$ cat src/rtl/tank_pkg.sv
// Shared types and codes for the tank hit arbiter: FSM states, bullet-state
// codes, winner codes and default box sizes.
package tank_pkg;

    localparam int TANK_W_DEF   = 32;
    localparam int BULLET_W_DEF = 8;

    typedef enum logic [1:0] {
        IDLE   = 2'b00,
        PLAY   = 2'b01,
        FREEZE = 2'b10,
        OVER   = 2'b11
    } state_t;

    localparam logic [1:0] BULLET_NONE = 2'b00;
    localparam logic [1:0] BULLET_LIVE = 2'b01;

    localparam logic [1:0] WIN_NONE = 2'b00;
    localparam logic [1:0] WIN_P0   = 2'b01;
    localparam logic [1:0] WIN_P1   = 2'b10;
    localparam logic [1:0] WIN_DRAW = 2'b11;

    // Winner code from the two "reached WIN_SCORE" flags; both set means draw.
    function automatic logic [1:0] winner_code(input logic win0, input logic win1);
        return {win1, win0};
    endfunction

endpackage

$ cat src/rtl/tank_hit_arbiter_if.sv
// Bundle between the two tank/bullet controllers and the hit arbiter.
// master = controller side, slave = arbiter side.
interface tank_hit_arbiter_if;
    import tank_pkg::*;

    logic       start;
    logic [9:0] tank0_X;
    logic [9:0] tank0_Y;
    logic [9:0] tank1_X;
    logic [9:0] tank1_Y;
    logic [9:0] bullet0_X;
    logic [9:0] bullet0_Y;
    logic [9:0] bullet1_X;
    logic [9:0] bullet1_Y;
    logic [1:0] hit0;
    logic [1:0] hit1;

    logic [1:0] bull_hit0;
    logic [1:0] bull_hit1;
    logic [3:0] score0;
    logic [3:0] score1;
    state_t     state;
    logic       freeze;
    logic       round_reset;
    logic [1:0] winner;
    logic       game_over;

    modport master (
        output start, tank0_X, tank0_Y, tank1_X, tank1_Y,
               bullet0_X, bullet0_Y, bullet1_X, bullet1_Y, hit0, hit1,
        input  bull_hit0, bull_hit1, score0, score1, state, freeze,
               round_reset, winner, game_over
    );

    modport slave (
        input  start, tank0_X, tank0_Y, tank1_X, tank1_Y,
               bullet0_X, bullet0_Y, bullet1_X, bullet1_Y, hit0, hit1,
        output bull_hit0, bull_hit1, score0, score1, state, freeze,
               round_reset, winner, game_over
    );

endinterface

$ cat src/rtl/box_overlap.sv
// Combinational inclusive overlap of box A (size A_W) and box B (size B_W).
// Coordinates are widened to 11 bits so corner + size never wraps.
module box_overlap #(
    parameter int A_W = 8,
    parameter int B_W = 32
) (
    input  logic [9:0] a_x_i,
    input  logic [9:0] a_y_i,
    input  logic [9:0] b_x_i,
    input  logic [9:0] b_y_i,
    output logic       hit_o
);
    logic [10:0] ax, ay, bx, by;
    logic        x_ov, y_ov;

    assign ax = {1'b0, a_x_i};
    assign ay = {1'b0, a_y_i};
    assign bx = {1'b0, b_x_i};
    assign by = {1'b0, b_y_i};

    assign x_ov  = (ax <= bx + 11'(B_W)) && (bx <= ax + 11'(A_W));
    assign y_ov  = (ay <= by + 11'(B_W)) && (by <= ay + 11'(A_W));
    assign hit_o = x_ov && y_ov;

endmodule

$ cat src/rtl/tank_hit_arbiter.sv
// Per-frame bullet-vs-tank hit test, scoring and round/game FSM; outputs are
// registered one Clk after the synchronised frame edge. Optional: BULLET_CLASH_EN.
module tank_hit_arbiter
    import tank_pkg::*;
#(
    parameter int TANK_W        = TANK_W_DEF,
    parameter int BULLET_W      = BULLET_W_DEF,
    parameter int WIN_SCORE     = 5,
    parameter int FREEZE_FRAMES = 60
) (
    input  logic                Clk,
    input  logic                Reset,
    input  logic                frame_clk,
    tank_hit_arbiter_if.slave   bus
);

    logic fc_meta_q, fc_sync_q, fc_prev_q;
    logic fe;

    // frame_clk is asynchronous: two flops to synchronise, a third for the edge.
    always_ff @(posedge Clk or negedge Reset) begin
        if (!Reset) begin
            fc_meta_q <= 1'b0;
            fc_sync_q <= 1'b0;
            fc_prev_q <= 1'b0;
        end else begin
            fc_meta_q <= frame_clk;
            fc_sync_q <= fc_meta_q;
            fc_prev_q <= fc_sync_q;
        end
    end

    assign fe = fc_sync_q & ~fc_prev_q;

    logic ov_a, ov_b, hit_a, hit_b, clash;

    box_overlap #(.A_W(BULLET_W), .B_W(TANK_W)) u_ov_a (
        .a_x_i (bus.bullet0_X),
        .a_y_i (bus.bullet0_Y),
        .b_x_i (bus.tank1_X),
        .b_y_i (bus.tank1_Y),
        .hit_o (ov_a)
    );

    box_overlap #(.A_W(BULLET_W), .B_W(TANK_W)) u_ov_b (
        .a_x_i (bus.bullet1_X),
        .a_y_i (bus.bullet1_Y),
        .b_x_i (bus.tank0_X),
        .b_y_i (bus.tank0_Y),
        .hit_o (ov_b)
    );

    assign hit_a = (bus.hit0 == BULLET_LIVE) && ov_a;
    assign hit_b = (bus.hit1 == BULLET_LIVE) && ov_b;

`ifdef BULLET_CLASH_EN
    logic ov_c;

    box_overlap #(.A_W(BULLET_W), .B_W(BULLET_W)) u_ov_clash (
        .a_x_i (bus.bullet0_X),
        .a_y_i (bus.bullet0_Y),
        .b_x_i (bus.bullet1_X),
        .b_y_i (bus.bullet1_Y),
        .hit_o (ov_c)
    );

    assign clash = (bus.hit0 == BULLET_LIVE) && (bus.hit1 == BULLET_LIVE) && ov_c;
`else
    assign clash = 1'b0;
`endif

    state_t     state_q, state_d;
    logic [3:0] score0_q, score0_d;
    logic [3:0] score1_q, score1_d;
    logic [7:0] cnt_q, cnt_d;
    logic [1:0] bull_hit0_q, bull_hit0_d;
    logic [1:0] bull_hit1_q, bull_hit1_d;
    logic       freeze_q, freeze_d;
    logic       round_reset_q, round_reset_d;
    logic [1:0] winner_q, winner_d;
    logic       game_over_q, game_over_d;

    logic [3:0] score0_inc, score1_inc;
    logic       win0, win1;

    assign score0_inc = score0_q + {3'b000, hit_a};
    assign score1_inc = score1_q + {3'b000, hit_b};
    assign win0       = (score0_inc == 4'(WIN_SCORE));
    assign win1       = (score1_inc == 4'(WIN_SCORE));

    always_comb begin
        state_d       = state_q;
        score0_d      = score0_q;
        score1_d      = score1_q;
        cnt_d         = cnt_q;
        bull_hit0_d   = bull_hit0_q;
        bull_hit1_d   = bull_hit1_q;
        freeze_d      = freeze_q;
        round_reset_d = 1'b0;
        winner_d      = winner_q;
        game_over_d   = game_over_q;

        if (fe) begin
            case (state_q)
                IDLE: begin
                    if (bus.start) begin
                        state_d       = PLAY;
                        round_reset_d = 1'b1;
                        freeze_d      = 1'b0;
                        bull_hit0_d   = BULLET_LIVE;
                        bull_hit1_d   = BULLET_LIVE;
                    end
                end

                PLAY: begin
                    if (clash) begin
                        // Mutual kill: both bullets cleared for this frame only.
                        bull_hit0_d = BULLET_NONE;
                        bull_hit1_d = BULLET_NONE;
                    end else if (hit_a || hit_b) begin
                        score0_d    = score0_inc;
                        score1_d    = score1_inc;
                        freeze_d    = 1'b1;
                        bull_hit0_d = BULLET_NONE;
                        bull_hit1_d = BULLET_NONE;
                        if (win0 || win1) begin
                            state_d     = OVER;
                            game_over_d = 1'b1;
                            winner_d    = winner_code(win0, win1);
                        end else begin
                            state_d = FREEZE;
                            cnt_d   = 8'(FREEZE_FRAMES - 1);
                        end
                    end else begin
                        bull_hit0_d = BULLET_LIVE;
                        bull_hit1_d = BULLET_LIVE;
                    end
                end

                FREEZE: begin
                    if (cnt_q == 8'd0) begin
                        state_d       = PLAY;
                        round_reset_d = 1'b1;
                        freeze_d      = 1'b0;
                        bull_hit0_d   = BULLET_LIVE;
                        bull_hit1_d   = BULLET_LIVE;
                    end else begin
                        cnt_d = cnt_q - 8'd1;
                    end
                end

                OVER: begin
                    if (bus.start) begin
                        state_d       = PLAY;
                        score0_d      = 4'd0;
                        score1_d      = 4'd0;
                        winner_d      = WIN_NONE;
                        game_over_d   = 1'b0;
                        round_reset_d = 1'b1;
                        freeze_d      = 1'b0;
                        bull_hit0_d   = BULLET_LIVE;
                        bull_hit1_d   = BULLET_LIVE;
                    end
                end

                default: state_d = IDLE;
            endcase
        end
    end

    always_ff @(posedge Clk or negedge Reset) begin
        if (!Reset) begin
            state_q       <= IDLE;
            score0_q      <= 4'd0;
            score1_q      <= 4'd0;
            cnt_q         <= 8'd0;
            bull_hit0_q   <= BULLET_NONE;
            bull_hit1_q   <= BULLET_NONE;
            freeze_q      <= 1'b1;
            round_reset_q <= 1'b0;
            winner_q      <= WIN_NONE;
            game_over_q   <= 1'b0;
        end else begin
            state_q       <= state_d;
            score0_q      <= score0_d;
            score1_q      <= score1_d;
            cnt_q         <= cnt_d;
            bull_hit0_q   <= bull_hit0_d;
            bull_hit1_q   <= bull_hit1_d;
            freeze_q      <= freeze_d;
            round_reset_q <= round_reset_d;
            winner_q      <= winner_d;
            game_over_q   <= game_over_d;
        end
    end

    assign bus.state       = state_q;
    assign bus.score0      = score0_q;
    assign bus.score1      = score1_q;
    assign bus.bull_hit0   = bull_hit0_q;
    assign bus.bull_hit1   = bull_hit1_q;
    assign bus.freeze      = freeze_q;
    assign bus.round_reset = round_reset_q;
    assign bus.winner      = winner_q;
    assign bus.game_over   = game_over_q;

endmodule

$ cat src/flat_wrapper.sv
// flat-port wrapper written by rule: the top's interface ports become plain ports
module tank_hit_arbiter_flat import tank_pkg::*;
#(
    parameter int TANK_W        = TANK_W_DEF,
    parameter int BULLET_W      = BULLET_W_DEF,
    parameter int WIN_SCORE     = 5,
    parameter int FREEZE_FRAMES = 60
)
  (Clk, Reset, frame_clk, bus_start, bus_tank0_X, bus_tank0_Y, bus_tank1_X, bus_tank1_Y, bus_bullet0_X, bus_bullet0_Y, bus_bullet1_X, bus_bullet1_Y, bus_hit0, bus_hit1, bus_bull_hit0, bus_bull_hit1, bus_score0, bus_score1, bus_state, bus_freeze, bus_round_reset, bus_winner, bus_game_over);
  tank_hit_arbiter_if bus_i ();
  input  logic Clk;
  input  logic Reset;
  input  logic frame_clk;
  input wire logic [$bits(bus_i.start)-1:0] bus_start;
  input wire logic [$bits(bus_i.tank0_X)-1:0] bus_tank0_X;
  input wire logic [$bits(bus_i.tank0_Y)-1:0] bus_tank0_Y;
  input wire logic [$bits(bus_i.tank1_X)-1:0] bus_tank1_X;
  input wire logic [$bits(bus_i.tank1_Y)-1:0] bus_tank1_Y;
  input wire logic [$bits(bus_i.bullet0_X)-1:0] bus_bullet0_X;
  input wire logic [$bits(bus_i.bullet0_Y)-1:0] bus_bullet0_Y;
  input wire logic [$bits(bus_i.bullet1_X)-1:0] bus_bullet1_X;
  input wire logic [$bits(bus_i.bullet1_Y)-1:0] bus_bullet1_Y;
  input wire logic [$bits(bus_i.hit0)-1:0] bus_hit0;
  input wire logic [$bits(bus_i.hit1)-1:0] bus_hit1;
  output wire logic [$bits(bus_i.bull_hit0)-1:0] bus_bull_hit0;
  output wire logic [$bits(bus_i.bull_hit1)-1:0] bus_bull_hit1;
  output wire logic [$bits(bus_i.score0)-1:0] bus_score0;
  output wire logic [$bits(bus_i.score1)-1:0] bus_score1;
  output wire logic [$bits(bus_i.state)-1:0] bus_state;
  output wire logic [$bits(bus_i.freeze)-1:0] bus_freeze;
  output wire logic [$bits(bus_i.round_reset)-1:0] bus_round_reset;
  output wire logic [$bits(bus_i.winner)-1:0] bus_winner;
  output wire logic [$bits(bus_i.game_over)-1:0] bus_game_over;
  assign bus_i.start = bus_start;
  assign bus_i.tank0_X = bus_tank0_X;
  assign bus_i.tank0_Y = bus_tank0_Y;
  assign bus_i.tank1_X = bus_tank1_X;
  assign bus_i.tank1_Y = bus_tank1_Y;
  assign bus_i.bullet0_X = bus_bullet0_X;
  assign bus_i.bullet0_Y = bus_bullet0_Y;
  assign bus_i.bullet1_X = bus_bullet1_X;
  assign bus_i.bullet1_Y = bus_bullet1_Y;
  assign bus_i.hit0 = bus_hit0;
  assign bus_i.hit1 = bus_hit1;
  assign bus_bull_hit0 = bus_i.bull_hit0;
  assign bus_bull_hit1 = bus_i.bull_hit1;
  assign bus_score0 = bus_i.score0;
  assign bus_score1 = bus_i.score1;
  assign bus_state = bus_i.state;
  assign bus_freeze = bus_i.freeze;
  assign bus_round_reset = bus_i.round_reset;
  assign bus_winner = bus_i.winner;
  assign bus_game_over = bus_i.game_over;
  tank_hit_arbiter #(.TANK_W(TANK_W), .BULLET_W(BULLET_W), .WIN_SCORE(WIN_SCORE), .FREEZE_FRAMES(FREEZE_FRAMES)) u_core (.Clk(Clk), .Reset(Reset), .frame_clk(frame_clk), .bus(bus_i));
endmodule
$ cat config.mk
export PLATFORM = sky130hd
export DESIGN_NAME = tank_hit_arbiter_flat
export DESIGN_NICKNAME = d
export VERILOG_FILES = /design/src/rtl/tank_pkg.sv /design/src/rtl/tank_hit_arbiter_if.sv /design/src/rtl/box_overlap.sv /design/src/rtl/tank_hit_arbiter.sv /design/src/flat_wrapper.sv
export SDC_FILE = /design/constraint.sdc
export NUM_CORES = 1
export LEC_CHECK = 0
export ABC_AREA = 0
export CORE_AREA = 2 2 91 93
export DETAILED_ROUTE_END_ITERATION = 10
export DIE_AREA = 0 0 93 95
export GPL_TIMING_DRIVEN = 0
export PLACE_DENSITY = 0.87
export REMOVE_ABC_BUFFERS = 1
export SLEW_MARGIN = 20
export SYNTH_ARGS = -nofsm -noshare
export SYNTH_HDL_FRONTEND = slang
export SYNTH_SLANG_ARGS = --single-unit
$ cat constraint.sdc
create_clock -name Clk -period 3.9 [get_ports Clk]
set_clock_uncertainty 0.05 [all_clocks]
set_input_delay 0.39 -clock Clk [delete_from_list [all_inputs] [get_ports Clk]]
set_output_delay 0.39 -clock Clk [all_outputs]
set_load 0.005 [all_outputs]
==> impl_metrics.ini <==
[drt]
iteration_0_drc_count_of_the_detailed_router = 265
drt-pass1-iter-count = 7
route.detailed.drc = 0
vias_per_cell = 5.805
via_count = 4197
drt-wirelength-per-cell_um = 15.51
route.antenna.remaining_nets = 0
drt-total-wl_um = 11210

[synth]
netlist_area_sq_um = 4183
synthesized_area_divided_by_synthesized_cell_count_sq_um = 8.283
synth_async_sr_flop_share = 1.000
yosysUniqueCellTypes = 57
synth_flop_cell = sky130_fd_sc_hd__dfrtp_1
ys.warnings.count = 0
ys_seq_area_frac = 0.1618
synth_enable_flop_cells = 0
synth_seq_cells = 27
mapped_cells = 505

[pwr]
peakVddDrop_uv = 199.5
share_comb_of_total_power = 0.619
power.sequential.fraction = 0.279
cellLeakagePower_nw = 2.657
switching_power_w = 0.0006841
power.share.clock = 0.102
power_switching_share = 0.4250
p_per_area_nw_per_um2 = 285.4
internal-power_w = 0.0009255

[finish]
area_growth_pct = 34.82
final_cell_count_no_fill = 723
utilization = 0.7113
finish.net_count = 803
final_common_cell = sky130_fd_sc_hd__ha_1
antenna_cells = 0
drive_gt1_frac = 0.1861
layout.cells.most_common_list = sky130_fd_sc_hd__ha_1, sky130_fd_sc_hd__inv_1, sky130_fd_sc_hd__clkdlybuf4s50_1, sky130_fd_sc_hd__nand3_1

[grt]
antenna_found_initial = 0
grt_util_all_layers = 0.2471
grt.overflow.total = 0
first_pass_grt_wire_length_um = 18370
grt_pass1_vias = 4384
largest_net_degree_at_the_start_of_global_routing = 28

[clock_network]
cts_buffers = 3
h-tree-depth = 1
ctsLongestPathBuffers = 2
cts_tree = built
number_of_clock_sinks = 27
clock_tree.root_cell = sky130_fd_sc_hd__clkbuf_8
worstSkewPairLatency_ns = 0.28
post_cts_hold_buffer_count = 0
clk_pin_slew_worst_paths_ns = 0.10

[die]
fp.dieArea_sq_um = 8835
die_height_um = 95
fp.coreArea_sq_um = 7928
ioPinCount = 107
fp.dieW_um = 93
row_count = 33
floorplan.initialDensity = 0.5276

[setup_path]
worst-endpoint-required_ns = 4.05
worst-r2r-setup-slack_ns = 1.06
worst_setup_path_end_kind = flip-flop
critical_path_class = in -> reg
worst_setup_path_start_kind = primary input
regToRegEndpoint = u_core.cnt_q[2]$_DFFE_PN0P_
worst_ep_arrival_time_ns = 3.91
worst-path-max-fanout = 7
regToRegStartpoint = u_core.cnt_q[0]$_DFFE_PN0P_
r2r.worst_path.cells = 11

[placement]
placedCellCount = 707
gp_routability_congestion = 0.9671
place.port_buffers = 104
place_hpwl_um = 8705

[timing]
final-max-slew-violation-count = 0
setup_viol = 0
worst-slew-pin-transition_ns = 0.6965
hold_viol = 0
achievable-frequency_mhz = 265.8
post-route-period-util = 0.9647
max-slew-margin-rel = 0.5356
min_period_ns = 3.762
hold-worst-slack_ns = 0.05726

[outcome]
result_of_the_run = finished, final reports clean

[min_path]
worstHoldPathType = in -> async

[flow_run]
max-cap-violations = 0
## what timing repair did
item                                    CTS  global route
pin swaps                                13            25
resized for setup                        79            93
endpoints found under the setup margin   12            12
buffers inserted                         11             1
## area by class of cell
class                      instances  area, sq um
clock buffer                       3        41.29
clock inverter                     1        5.005
multi-input combinational        408         3538
sequential                        27        676.9
inverter                          63        236.5
timing repair buffer             116         1010
fill                             648         2288
tap                              105        131.4
## synthesized netlist by cell type, types with 5 or more instances
| cell type | count | area share |
|---|---|---|
| sky130_fd_sc_hd__nand2_1 | 28 | 0.025 |
| sky130_fd_sc_hd__dfrtp_1 | 26 | 0.16 |
| sky130_fd_sc_hd__o211ai_1 | 8 | 0.014 |
| sky130_fd_sc_hd__a41oi_1 | 6 | 0.013 |
| sky130_fd_sc_hd__xnor2_1 | 15 | 0.031 |
| sky130_fd_sc_hd__a21o_1 | 10 | 0.018 |
| sky130_fd_sc_hd__a31oi_1 | 5 | 0.0075 |
| sky130_fd_sc_hd__nor3_1 | 12 | 0.014 |
| sky130_fd_sc_hd__inv_1 | 63 | 0.057 |
| sky130_fd_sc_hd__nand3_1 | 42 | 0.050 |
| sky130_fd_sc_hd__nor2_1 | 17 | 0.015 |
| sky130_fd_sc_hd__nor2b_1 | 19 | 0.028 |
| sky130_fd_sc_hd__a21oi_1 | 33 | 0.039 |
| sky130_fd_sc_hd__xor2_1 | 18 | 0.038 |
| sky130_fd_sc_hd__and3_1 | 7 | 0.010 |
| sky130_fd_sc_hd__nand4_1 | 5 | 0.0075 |
| sky130_fd_sc_hd__ha_1 | 96 | 0.29 |
| sky130_fd_sc_hd__nor3b_1 | 5 | 0.0090 |
| sky130_fd_sc_hd__o21ai_0 | 11 | 0.013 |
## power groups by stage
stage	Clock, W	Sequential, W	Combinational [W]
floorplan	0	0.000429	0.000533
finish	0.000164	0.000448	0.000997
CTS	0.000163	0.000439	0.000949
global route	0.000183	0.000461	0.00110
global placement	0	0.000436	0.000845
detailed placement	0	0.000444	0.000888
## logic make-up after synthesis
| kind of cell | after synthesis | synth area share |
|---|---|---|
| compound gates | 118 | 0.2016 |
| fa+ha+maj | 96 | 0.2872 |
| mux | 7 | 0.02214 |
| buf+inv | 71 | 0.06670 |
| simple gates | 152 | 0.1905 |
| xor+xnor | 33 | 0.06910 |
| other cells | 1 | 0.0008965 |
| flops | 27 | 0.1618 |
## registers in the layout, summed over array words and instances, names as in the netlist
name / flops
u_core.bus.state: 2
u_core.bus.freeze: 1
u_core.cnt_q: 8
u_core.bus.score0: 4
u_core.bus.bull_hit0: 1
u_core.bus.winner: 2
u_core.bus.score1: 4
u_core.fc_prev_q: 1
u_core.fc_meta_q: 1
u_core.bus.game_over: 1
u_core.fc_sync_q: 1
u_core.bus.round_reset: 1
## worst max-delay path, stage by stage
cell and delay, ns:
sky130_fd_sc_hd__clkdlybuf4s50_1 0.48, sky130_fd_sc_hd__inv_1 0.05, sky130_fd_sc_hd__ha_1 0.31, sky130_fd_sc_hd__nor2b_1 0.14, sky130_fd_sc_hd__o21a_1 0.16, sky130_fd_sc_hd__o21bai_1 0.17
sky130_fd_sc_hd__a41oi_2 0.19, sky130_fd_sc_hd__nor4_4 0.42, sky130_fd_sc_hd__ha_4 0.23, sky130_fd_sc_hd__nand2_2 0.07, sky130_fd_sc_hd__xnor2_2 0.14, sky130_fd_sc_hd__nor3b_1 0.06
sky130_fd_sc_hd__o21ai_1 0.19, sky130_fd_sc_hd__nand3_2 0.17, sky130_fd_sc_hd__buf_6 0.21, sky130_fd_sc_hd__o31a_2 0.34, sky130_fd_sc_hd__a41oi_2 0.17
## through the flow
stage | instance area (sq um) | setup slack [ns] | TNS (ns) | total power [W]
2_1_floorplan | 4144 | -0.02452 | -0.02452 | 0.0009620
3_5_place_dp | 5311 | -1.297 | -12.73 | 0.001332
5_1_grt | 5639 | -0.03440 | -0.1190 | 0.001748
4_1_cts | 5540 | 0.003849 | 0 | 0.001551
6_report | 5639 | 0.1378 | 0 | 0.001610
3_3_place_gp | 5316 | -1.216 | -11.51 | 0.001281
## worst max-delay path by stage
stage               depth (start not counted)                          end             start  slack, ns
floorplan                                  18  u_core.cnt_q[0]$_DFFE_PN0P_  bus_bullet1_Y[3]      -0.02
global placement                           19  u_core.cnt_q[0]$_DFFE_PN0P_  bus_bullet1_Y[3]      -1.22
finish                                     17  u_core.cnt_q[5]$_DFFE_PN0P_  bus_bullet0_Y[1]       0.14
detailed placement                         19  u_core.cnt_q[0]$_DFFE_PN0P_  bus_bullet1_Y[3]      -1.30
global route                               18  u_core.cnt_q[3]$_DFFE_PN0P_    bus_tank0_X[9]      -0.03
CTS                                        20  u_core.cnt_q[2]$_DFFE_PN0P_  bus_bullet1_Y[4]      0.004
## per-layer routing
layer	global-route usage	part of all wire	vias to the layer above	wire, um
met5	0	0	-	0
met4	0.06005	0.016	0	181
met3	0.02953	0.052	22	578
met2	0.5018	0.53	139	5994
met1	0.2689	0.40	1987	4459
li1	-	-	2049	-
Power figures use the tool's default switching activity.
